<file path="config.mk">
export PLATFORM = sky130hd
export DESIGN_NAME = rggen_register_bus_arbiter
export DESIGN_NICKNAME = d
export VERILOG_FILES = /design/src/rtl/rggen_register_bus_arbiter_pkg.sv /design/src/rtl/rggen_rtl_pkg.sv /design/src/rtl/rggen_round_robin_arbiter.sv /design/src/rtl/rggen_register_bus_arbiter.sv
export SDC_FILE = /design/constraint.sdc
export NUM_CORES = 1
export LEC_CHECK = 0
export ABC_AREA = 1
export BUFFER_PORTS_ARGS = -buffer_cell sky130_fd_sc_hd__buf_2
export CAP_MARGIN = 20
export CORE_AREA = 2 2 98 100
export DETAILED_ROUTE_END_ITERATION = 8
export DIE_AREA = 0 0 100 102
export GPL_TIMING_DRIVEN = 1
export PLACE_DENSITY = 0.72
export REMOVE_ABC_BUFFERS = 1
export SYNTH_ARGS = -nofsm -noshare
export SYNTH_HDL_FRONTEND = slang
export SYNTH_HIERARCHICAL = 1
export SYNTH_SLANG_ARGS = --single-unit
</file>
<file path="constraint.sdc">
create_clock -name i_clk -period 1.25 [get_ports i_clk]
set_clock_uncertainty 0.05 [all_clocks]
set_input_delay 0.1875 -clock i_clk [delete_from_list [all_inputs] [get_ports i_clk]]
set_output_delay 0.1875 -clock i_clk [all_outputs]
set_load 0.005 [all_outputs]
</file>
<file path="src/rtl/rggen_register_bus_arbiter_pkg.sv">
// Local types for the register bus arbiter: FSM state and pointer sizing.
package rggen_register_bus_arbiter_pkg;

    typedef enum logic {
        ARB_IDLE = 1'b0,
        ARB_BUSY = 1'b1
    } arb_state_e;

    // A single requester still needs a one-bit pointer to keep port widths legal.
    function automatic int ptr_width(input int n);
        return (n > 1) ? $clog2(n) : 1;
    endfunction

endpackage

</file>
<file path="src/rtl/rggen_rtl_pkg.sv">
// Shared rggen register-bus encodings for access kind and response status.
package rggen_rtl_pkg;

    typedef enum logic [1:0] {
        RGGEN_POSTED_WRITE = 2'b01,
        RGGEN_READ         = 2'b10,
        RGGEN_WRITE        = 2'b11
    } rggen_access;

    typedef enum logic [1:0] {
        RGGEN_OKAY         = 2'b00,
        RGGEN_EXOKAY       = 2'b01,
        RGGEN_SLAVE_ERROR  = 2'b10,
        RGGEN_DECODE_ERROR = 2'b11
    } rggen_status;

endpackage

</file>
<file path="src/rtl/rggen_round_robin_arbiter.sv">
// Combinational round-robin picker: first set request at or above the pointer, with wrap.
module rggen_round_robin_arbiter
    import rggen_register_bus_arbiter_pkg::*;
#(
    parameter  int N  = 2,
    localparam int PW = ptr_width(N)
) (
    input  logic [N-1:0]  i_request,
    input  logic [PW-1:0] i_pointer,
    output logic [N-1:0]  o_grant
);

    logic [PW:0]   sum;
    logic [PW-1:0] idx;
    logic          found;

    always_comb begin
        o_grant = '0;
        found   = 1'b0;
        sum     = '0;
        idx     = '0;
        for (int i = 0; i < N; i++) begin
            sum = {1'b0, i_pointer} + (PW+1)'(i);
            if (sum >= (PW+1)'(N)) begin
                sum = sum - (PW+1)'(N);
            end
            idx = sum[PW-1:0];
            if (!found && i_request[idx]) begin
                o_grant[idx] = 1'b1;
                found        = 1'b1;
            end
        end
    end

endmodule

</file>
<file path="src/rtl/rggen_register_bus_arbiter.sv">
// Shares one downstream rggen register bus between several masters with
// non-preemptive round-robin arbitration and per-owner response routing.
module rggen_register_bus_arbiter
    import rggen_rtl_pkg::*;
    import rggen_register_bus_arbiter_pkg::*;
#(
    parameter int N_REQUESTERS  = 2,
    parameter int ADDRESS_WIDTH = 8,
    parameter int BUS_WIDTH     = 32
) (
    input  logic                              i_clk,
    input  logic                              i_rst_n,
    input  logic [N_REQUESTERS-1:0]           i_req_valid,
    input  logic [N_REQUESTERS*2-1:0]         i_req_access,
    input  logic [N_REQUESTERS*ADDRESS_WIDTH-1:0] i_req_address,
    input  logic [N_REQUESTERS*BUS_WIDTH-1:0] i_req_write_data,
    input  logic [N_REQUESTERS*BUS_WIDTH/8-1:0] i_req_strobe,
    output logic [N_REQUESTERS-1:0]           o_req_ready,
    output logic [N_REQUESTERS*2-1:0]         o_req_status,
    output logic [N_REQUESTERS*BUS_WIDTH-1:0] o_req_read_data,
    output logic                              o_valid,
    output logic [1:0]                        o_access,
    output logic [ADDRESS_WIDTH-1:0]          o_address,
    output logic [BUS_WIDTH-1:0]              o_write_data,
    output logic [BUS_WIDTH/8-1:0]            o_strobe,
    input  logic                              i_ready,
    input  logic [1:0]                        i_status,
    input  logic [BUS_WIDTH-1:0]              i_read_data,
    output logic [N_REQUESTERS-1:0]           o_grant
);

    localparam int SW = BUS_WIDTH / 8;
    localparam int PW = ptr_width(N_REQUESTERS);

    arb_state_e                state_q;
    arb_state_e                state_d;
    logic [PW-1:0]             pointer_q;
    logic [PW-1:0]             owner_q;
    logic [N_REQUESTERS-1:0]   grant_q;
    logic [N_REQUESTERS-1:0]   win;
    logic [PW-1:0]             win_index;
    logic [1:0]                win_access;
    logic [ADDRESS_WIDTH-1:0]  win_address;
    logic [BUS_WIDTH-1:0]      win_write_data;
    logic [SW-1:0]             win_strobe;
    logic                      start_access;
    logic                      end_access;

    rggen_round_robin_arbiter #(
        .N (N_REQUESTERS)
    ) u_arbiter (
        .i_request (i_req_valid),
        .i_pointer (pointer_q),
        .o_grant   (win)
    );

    assign start_access = (state_q == ARB_IDLE) && (|i_req_valid);
    assign end_access   = (state_q == ARB_BUSY) && i_ready;
    assign o_valid      = (state_q == ARB_BUSY);
    assign o_grant      = grant_q;

    // Select the winning requester's command lanes; the grant is one-hot so OR-ing is safe.
    always_comb begin
        win_index      = '0;
        win_access     = '0;
        win_address    = '0;
        win_write_data = '0;
        win_strobe     = '0;
        for (int i = 0; i < N_REQUESTERS; i++) begin
            if (win[i]) begin
                win_index      = PW'(i);
                win_access     = win_access | i_req_access[i*2 +: 2];
                win_address    = win_address | i_req_address[i*ADDRESS_WIDTH +: ADDRESS_WIDTH];
                win_write_data = win_write_data | i_req_write_data[i*BUS_WIDTH +: BUS_WIDTH];
                win_strobe     = win_strobe | i_req_strobe[i*SW +: SW];
            end
        end
    end

    always_comb begin
        state_d = state_q;
        case (state_q)
            ARB_IDLE: if (start_access) state_d = ARB_BUSY;
            ARB_BUSY: if (i_ready)      state_d = ARB_IDLE;
            default:                    state_d = ARB_IDLE;
        endcase
    end

    always_ff @(posedge i_clk or negedge i_rst_n) begin
        if (!i_rst_n) begin
            state_q <= ARB_IDLE;
        end else begin
            state_q <= state_d;
        end
    end

    // The command is captured once at grant so later upstream changes cannot disturb the access.
    always_ff @(posedge i_clk or negedge i_rst_n) begin
        if (!i_rst_n) begin
            grant_q      <= '0;
            owner_q      <= '0;
            pointer_q    <= '0;
            o_access     <= '0;
            o_address    <= '0;
            o_write_data <= '0;
            o_strobe     <= '0;
        end else if (start_access) begin
            grant_q      <= win;
            owner_q      <= win_index;
            o_access     <= win_access;
            o_address    <= win_address;
            o_write_data <= win_write_data;
            o_strobe     <= win_strobe;
        end else if (end_access) begin
            grant_q   <= '0;
            pointer_q <= (owner_q == PW'(N_REQUESTERS - 1)) ? '0 : owner_q + PW'(1);
        end
    end

    always_comb begin
        o_req_ready     = '0;
        o_req_status    = '0;
        o_req_read_data = '0;
        if (end_access) begin
            for (int i = 0; i < N_REQUESTERS; i++) begin
                if (grant_q[i]) begin
                    o_req_ready[i]                             = 1'b1;
                    o_req_status[i*2 +: 2]                     = i_status;
                    o_req_read_data[i*BUS_WIDTH +: BUS_WIDTH]  = i_read_data;
                end
            end
        end
    end

endmodule

</file>
### Word level (Yosys, flattened, before mapping)

Index checks and enable logic that the tools add are counted.

| storage, ports and cells | value |
|---|---|
| register bits after elaboration | 51 |
| input port bits | 131 |
| output and inout port bits | 119 |
| logic and storage cells | 71 |

| cells by class | value |
|---|---|
| add/sub/neg operators | 4 |
| $lt $le $gt $ge | 6 |
| multiplexer cells | 37 |
| bitwise logic cells | 7 |
| reduce and logical (&&, ||, !) cells | 9 |

Operators by type and width:

| kind | number |
|---|---|
| 32-bit 2-to-1 mux | 4 |
| 64-bit 2-to-1 mux | 1 |
| 32-bit bitwise OR | 1 |
| 2-bit 2-to-1 mux | 9 |
| 8-bit 2-to-1 mux | 2 |
| 1-bit 2-to-1 mux | 15 |
| 4-bit 2-to-1 mux | 3 |
| 8-bit bitwise OR | 1 |
| 1-bit logical AND | 5 |
| 1-bit by 2-bit less-than comparator with 1-bit output (second input constant) | 2 |
| 2-bit bitwise OR | 2 |
| 4-bit bitwise OR | 1 |
| 1-bit by 1-bit adder with 2-bit output (second input constant) | 1 |
| 1-bit demux with 1-bit select | 2 |
| 1-bit greater-or-equal comparator (second input constant) | 2 |
| 1-bit by 2-bit greater-or-equal comparator with 1-bit output (second input constant) | 1 |
| 2-bit greater-or-equal comparator (second input constant) | 1 |
| 1-bit inverter | 2 |
| 1-bit case mux with 2 select lines | 1 |
| 2-bit AND reduction | 1 |
| 2-bit nonzero test | 1 |
| 2-bit OR reduction | 1 |
| 1-bit subtractor (second input constant) | 2 |
| 1-bit adder (second input constant) | 1 |
| 1-bit zero test | 1 |

### Depth between registers and ports, before layout

| logic depth | value |
|---|---|
| depth after elaboration | 12 |
| gate-level depth with buffers | 9 |
| gate-level depth less buffers | 7 |

### Cells and area by module

Netlist, hierarchy kept.

By module, submodules not included:

| module | times used | cells an instance | area an instance (um^2) | seq. area each (um^2) |
|---|---|---|---|---|
| rggen_register_bus_arbiter | 1 | 477 | 2,931.6 | 1,276.2 |
| rggen_round_robin_arbiter | 1 | 5 | 20.0 | 0.0 |

### Worst setup path before layout

No wires, ideal clock.

| timing path | value |
|---|---|
| kind | reg-to-reg |
| start point | reg pointer_q |
| end point | reg o_address[3] |
| library setup time | 0.065 ns |
| arrival time | 1.093 ns |
| required time | 1.135 ns |
| path slack | 0.042 ns |
| cell stages (with the launch flop) | 8 |
| buffers on the path | 2 |
| clock period less this slack | 1.208 ns |
| path through | dfrtp_1 -> a21oi_1 -> buf_2 -> buf_2 -> nand2_1 -> nand2_1 -> nand2_1 -> nand2_1 |

| on the way | value |
|---|---|
| cells in the longest elaborated chain, start to end | 12 |
| elaborated cells between the ends (all ways) | 30 |
| classes of those cells | add/sub (3); order compare (6); mux (15); bitwise (2); reduce/logical (4) |

RTL lines:

| element | RTL line | source |
|---|---|---|
| start, declared | rggen_register_bus_arbiter.sv:37 | `logic [PW-1:0] pointer_q;` |
| start signal, assigned | rggen_register_bus_arbiter.sv:116 | `pointer_q <= (owner_q == PW'(N_REQUESTERS - 1)) ? '0 : owner_q + PW'(1);` |
| 1-bit by 1-bit adder with 2-bit output, or another cell as far along | rggen_round_robin_arbiter.sv:23 | `sum = {1'b0, i_pointer} + (PW+1)'(i);` |
| 2-bit greater-or-equal comparator, or another cell as far along | rggen_round_robin_arbiter.sv:24 | `if (sum >= (PW+1)'(N)) begin` |
| 1-bit 2-to-1 mux, or another cell as far along | rggen_round_robin_arbiter.sv:24 |  |
| 1-bit by 2-bit less-than comparator with 1-bit output (not written as such), or another cell as far along | rggen_round_robin_arbiter.sv:29 | `o_grant[idx] = 1'b1;` |
| 1-bit logical AND (not written as such) or 1-bit 2-to-1 mux (tied branches) | rggen_round_robin_arbiter.sv:29 |  |
| 1-bit 2-to-1 mux (not written as such) or 1-bit demux with 1-bit select (tied branches) | - |  |
| 1-bit demux with 1-bit select or 2-bit 2-to-1 mux (tied branches) | - |  |
| 2-bit bitwise OR (no line) | - |  |
| 2-bit 2-to-1 mux * | rggen_round_robin_arbiter.sv:28 | `if (!found && i_request[idx]) begin` |
| net win[0] | rggen_register_bus_arbiter.sv:40 | `logic [N_REQUESTERS-1:0] win;` |
| 8-bit 2-to-1 mux * | rggen_register_bus_arbiter.sv:70 | `if (win[i]) begin` |
| 8-bit bitwise OR | rggen_register_bus_arbiter.sv:73 | `win_address = win_address \| i_req_address[i*ADDRESS_WIDTH +: ADDRESS_WIDTH];` |
| 8-bit 2-to-1 mux * | rggen_register_bus_arbiter.sv:70 |  |
| end signal, assigned | rggen_register_bus_arbiter.sv:111 | `o_address <= win_address;` |
| end, declared | rggen_register_bus_arbiter.sv:23 | `output logic [ADDRESS_WIDTH-1:0] o_address,` |

The timed path passes the listed nets; every way through them passes the cells marked *. The select of a mux whose other input is x is not followed.
A chain may end at the register's enable or synchronous reset.

### Final worst setup path

| timing path | value |
|---|---|
| start point | reg state_q (netlist: o_valid) |
| end point | out o_req_read_data[51] |

| on the way | value |
|---|---|
| cells in the longest elaborated chain, start to end | 2 |

RTL lines:

| element | RTL line | source |
|---|---|---|
| start, declared | rggen_register_bus_arbiter.sv:35 | `arb_state_e state_q;` |
| start signal, assigned | rggen_register_bus_arbiter.sv:93 | `state_q <= state_d;` |
| 1-bit logical AND | rggen_register_bus_arbiter.sv:58 | `assign end_access = (state_q == ARB_BUSY) && i_ready;` |
| 64-bit 2-to-1 mux | rggen_register_bus_arbiter.sv:124 | `if (end_access) begin` |
| end, declared | rggen_register_bus_arbiter.sv:20 | `output logic [N_REQUESTERS*BUS_WIDTH-1:0] o_req_read_data,` |

No other way between the ends.

==> results.rst <==
.. list-table::
   :header-rows: 1

   * - Metric
     - Value
   * - Run status
     - finished, violations left
   * - Failing checks
     - setup timing
   * - XOR/XNOR Fraction of Synth Area
     - 0%
   * - Root cell of the clock tree
     - sky130_fd_sc_hd__clkbuf_8
   * - Complex-gate fraction of the synthesized area
     - 0.8054%
   * - Final worst path period need
     - 1.524 ns
   * - Netlist cell types
     - 13
   * - Total of fill cells in the finished design
     - 923
   * - Worst slew margin relative to its limit
     - 77.98%
   * - Part of the cycle the worst path needs
     - 121.9%
   * - Crit Path Class
     - flop to output port
   * - Multiplexer fraction of the synthesized cell area
     - 0%
   * - Post-layout worst setup margin
     - -0.2739 ns
   * - Top-level port count
     - 250
   * - Count of clock tree sinks
     - 51
   * - Commonest non-fill, non-tap cell in the layout
     - sky130_fd_sc_hd__nand2_1
   * - Overall routing resource usage
     - 18.80%
   * - Worst path buffer plus inverter count
     - 3
   * - Estimated wirelength of the detail-placed design
     - 7.942 mm
   * - Register-to-register path setup slack
     - -0.11 ns
   * - Start point of the worst min-delay path
     - i_ready
   * - Number of global-route vias before repair
     - 3306
   * - Cell internal pwr
     - 0.004551 W
   * - Share of the yosys chip area belonging to registers
     - 43.24%
   * - Data arrival time of the critical path
     - 1.29 ns
   * - Clock buffers created by TritonCTS
     - 5
   * - Effective utilization at floorplan
     - 32.40%
   * - LEAKAGE
     - 3.265 nW
   * - Classification of the worst-slack hold path
     - input port to flop
   * - Count of H-tree levels built during CTS
     - 2
   * - DR vias/cell
     - 4.434
   * - CP most frequent cell
     - sky130_fd_sc_hd__nand2_2
   * - Final wirelength
     - 11.17 mm
   * - Area taken by flip-flops and latches
     - 1276 µm²
   * - Standard-cell row count
     - 35
   * - CP max stage cell
     - sky130_fd_sc_hd__dfrtp_1
   * - Worst min-delay path endpoint
     - o_valid$_DFF_PN0_
   * - Die span in x
     - 100 µm
   * - Clock latency at the later pin of the worst-skew pair
     - 0.30 ns
   * - Source of the worst register-to-register timing path
     - o_valid$_DFF_PN0_
   * - Sw Pwr
     - 0.002722 W
   * - Number of cells produced by synthesis
     - 482
   * - Fraction of the mapped netlist area in simple logic gates
     - 46.12%
   * - Wire length of the first global-routing pass
     - 15.24 mm
   * - Total area of multi-input combinational cells
     - 1449 µm²
   * - Drt first pass iters
     - 5
   * - Share of total power in sequential cells
     - 37.0%
   * - Length in cells of the worst reg-to-reg path
     - 8
   * - Maximum number of pins on one net before global-route repair
     - 52
   * - Number of hold violations in the final report
     - 0
   * - Unrepaired setup endpoints after global routing
     - yes
   * - Routed WL per cell
     - 13.11 µm
   * - Top library cells by usage in the layout, fill and taps aside
     - sky130_fd_sc_hd__nand2_1, sky130_fd_sc_hd__buf_2, sky130_fd_sc_hd__nor2_1
   * - DRC errors left
     - 0
   * - Number of placed instances with taps included
     - 831
   * - ANT cells
     - 0
   * - Total power of the final layout
     - 0.007272 W
   * - Final instance area
     - 4813 µm²
   * - Placer Congestion
     - 0.8117
   * - Area of placed instances
     - 4415 µm²
   * - YS warnings
     - 6
   * - Non-filler instance count after layout
     - 852
   * - Combinational family with the most area after synthesis
     - simple AND/OR/NAND/NOR gates
   * - Depth of the worst hold-timing path
     - 2
   * - Port-buffer cells
     - 249
   * - Clock-pin slew reported for the worst setup and hold paths after clock tree synthesis
     - 0.09 ns
   * - Remaining antenna violation count after routing
     - 0
   * - Startpoint types
     - flop
   * - Area Overhead vs Synth
     - 63.08%
   * - Average size of a mapped cell
     - 6.124 µm²
   * - Max-slew violation count
     - 0
   * - Clock network power share
     - 16.3%
   * - Maximum Capacitance Violations
     - 0
   * - CP max FO
     - 35
   * - Kind of capture point of the worst setup path
     - output port
   * - Fin nets
     - 871
   * - Syn Std Cell Area
     - 2952 µm²
   * - Post-synthesis adder-cell area fraction
     - 0%
   * - TritonCTS clock tree
     - done
   * - Share of total power consumed by net switching
     - 37.42%
   * - Via count
     - 3778
   * - Initial antenna violation count
     - 0
   * - Die span in y
     - 102 µm
   * - Drt first-iter violations
     - 201
   * - Worst-Margin Slew
     - 0.3290 ns
   * - Number of stages on the worst setup path
     - 6
   * - Slowest stage delay, CP
     - 0.40 ns
   * - Buffers from clock root to sink, at most
     - 2
   * - Data required time of the critical path
     - 1.01 ns
   * - Timing-limited maximum frequency
     - 0.6562 GHz
   * - Cells along the critical path
     - nand2_2 > inv_2 > nand2_2 > buf_12 > nor2_1 > buf_2
   * - VDD IR max
     - 723.8 µV
   * - Core region area
     - 9109 µm²
   * - Overall die area
     - 10200 µm²
   * - P per Cell Area
     - 1511 nW/µm²
   * - Worst r2r dst
     - o_write_data[20]$_DFFE_PN0P_
   * - Number of failing setup endpoints in the final timing report
     - 117
   * - Overflow left after global routing
     - 0
   * - Synthesis-stage register bit count
     - 51
   * - Combinational group share of total power
     - 46.7%
   * - Ratio of cells with drive above 1 in the final layout
     - 41.03%
   * - Largest delay contributor family on the critical path
     - flip-flops
[registers in the layout (all words and copies together) (netlist names)]
name          flops
o_valid           1
o_access          2
pointer_q         1
o_write_data     32
o_grant           2
o_strobe          4
owner_q           1
o_address         8
[synth_stat cells, drive strengths merged]
| library cell | n | area share [%] |
|---|---|---|
| nand2 | 288 | 37 |
| clkbuf | 2 | 0.25 |
| o21ai | 3 | 0.64 |
| dfrtp | 51 | 43 |
| inv | 42 | 5.3 |
| nor2 | 68 | 8.6 |
| nand3 | 4 | 0.68 |
| buf | 23 | 4.2 |
| a21oi | 1 | 0.17 |
[through the flow]
stage,TNS (ns),util (%),worst slack [ns],hold slack [ns]
floorplan,-59.35,-,-1.226,-0.1581
global placement,0,48.48,0.05056,0.1459
detailed placement,0,48.48,0.01884,0.1466
CTS,-17.22,50.04,-0.2653,0.05860
global route,-31.10,52.84,-0.3396,0.06639
finish,-21.46,52.84,-0.2739,0.07447
[metal layers]
layer  up-vias  GRT usage, %  wire, µm
met5         -             0         0
li1       1910             -         -
met1      1655         19.86      4206
met3        27         4.788       858
met2       186         35.34      5715
met4         0         8.325       387
[how the worst max path moves through the flow]
stage                                         to  slack, ns                   from
finish                       o_req_read_data[51]      -0.27      o_valid$_DFF_PN0_
global route                 o_req_read_data[51]      -0.34      o_valid$_DFF_PN0_
CTS                          o_req_read_data[51]      -0.27      o_valid$_DFF_PN0_
detailed placement           o_req_read_data[42]       0.02      o_valid$_DFF_PN0_
global placement    o_write_data[17]$_DFFE_PN0P_       0.05         i_req_valid[0]
floorplan                o_access[0]$_DFFE_PN0P_      -1.23  pointer_q$_DFFE_PN0P_
[cell families (layout without fill, tap and decap cells)]
kind of cell    Yosys count  count (layout)
flops                    51              51
buf+inv                  67             326
compound gates            4               4
simple gates            360             360
[power groups by stage]
stage	combinational (W)	sequential, W	clock, W
after CTS	0.00302	0.00268	0.00122
after global placement	0.00293	0.00269	0
after floorplan	0.00128	0.00273	0
final	0.00340	0.00269	0.00119
after global routing	0.00378	0.00277	0.00129
after detailed placement	0.00300	0.00269	0
[final cells by class]
class	instances	area share (%)
clock inverter	2	0.7278
inverter	42	3.431
clock buffer	6	1.716
sequential	51	26.51
timing repair buffer	276	34.62
tap	111	2.885
multi-input combinational	364	30.10
[what timing repair did]
| action | in CTS | in global routing |
|---|---|---|
| setup endpoints to repair | 70 | 117 |
| hold endpoints to repair | 51 | 0 |
| cloned | 0 | 7 |
| resized for setup | 5 | 21 |
| hold buffers | 1 | 0 |
| pin swaps | 0 | 2 |
| setup buffers | 1 | 4 |
No activity file was read; power rests on OpenSTA's default activity.
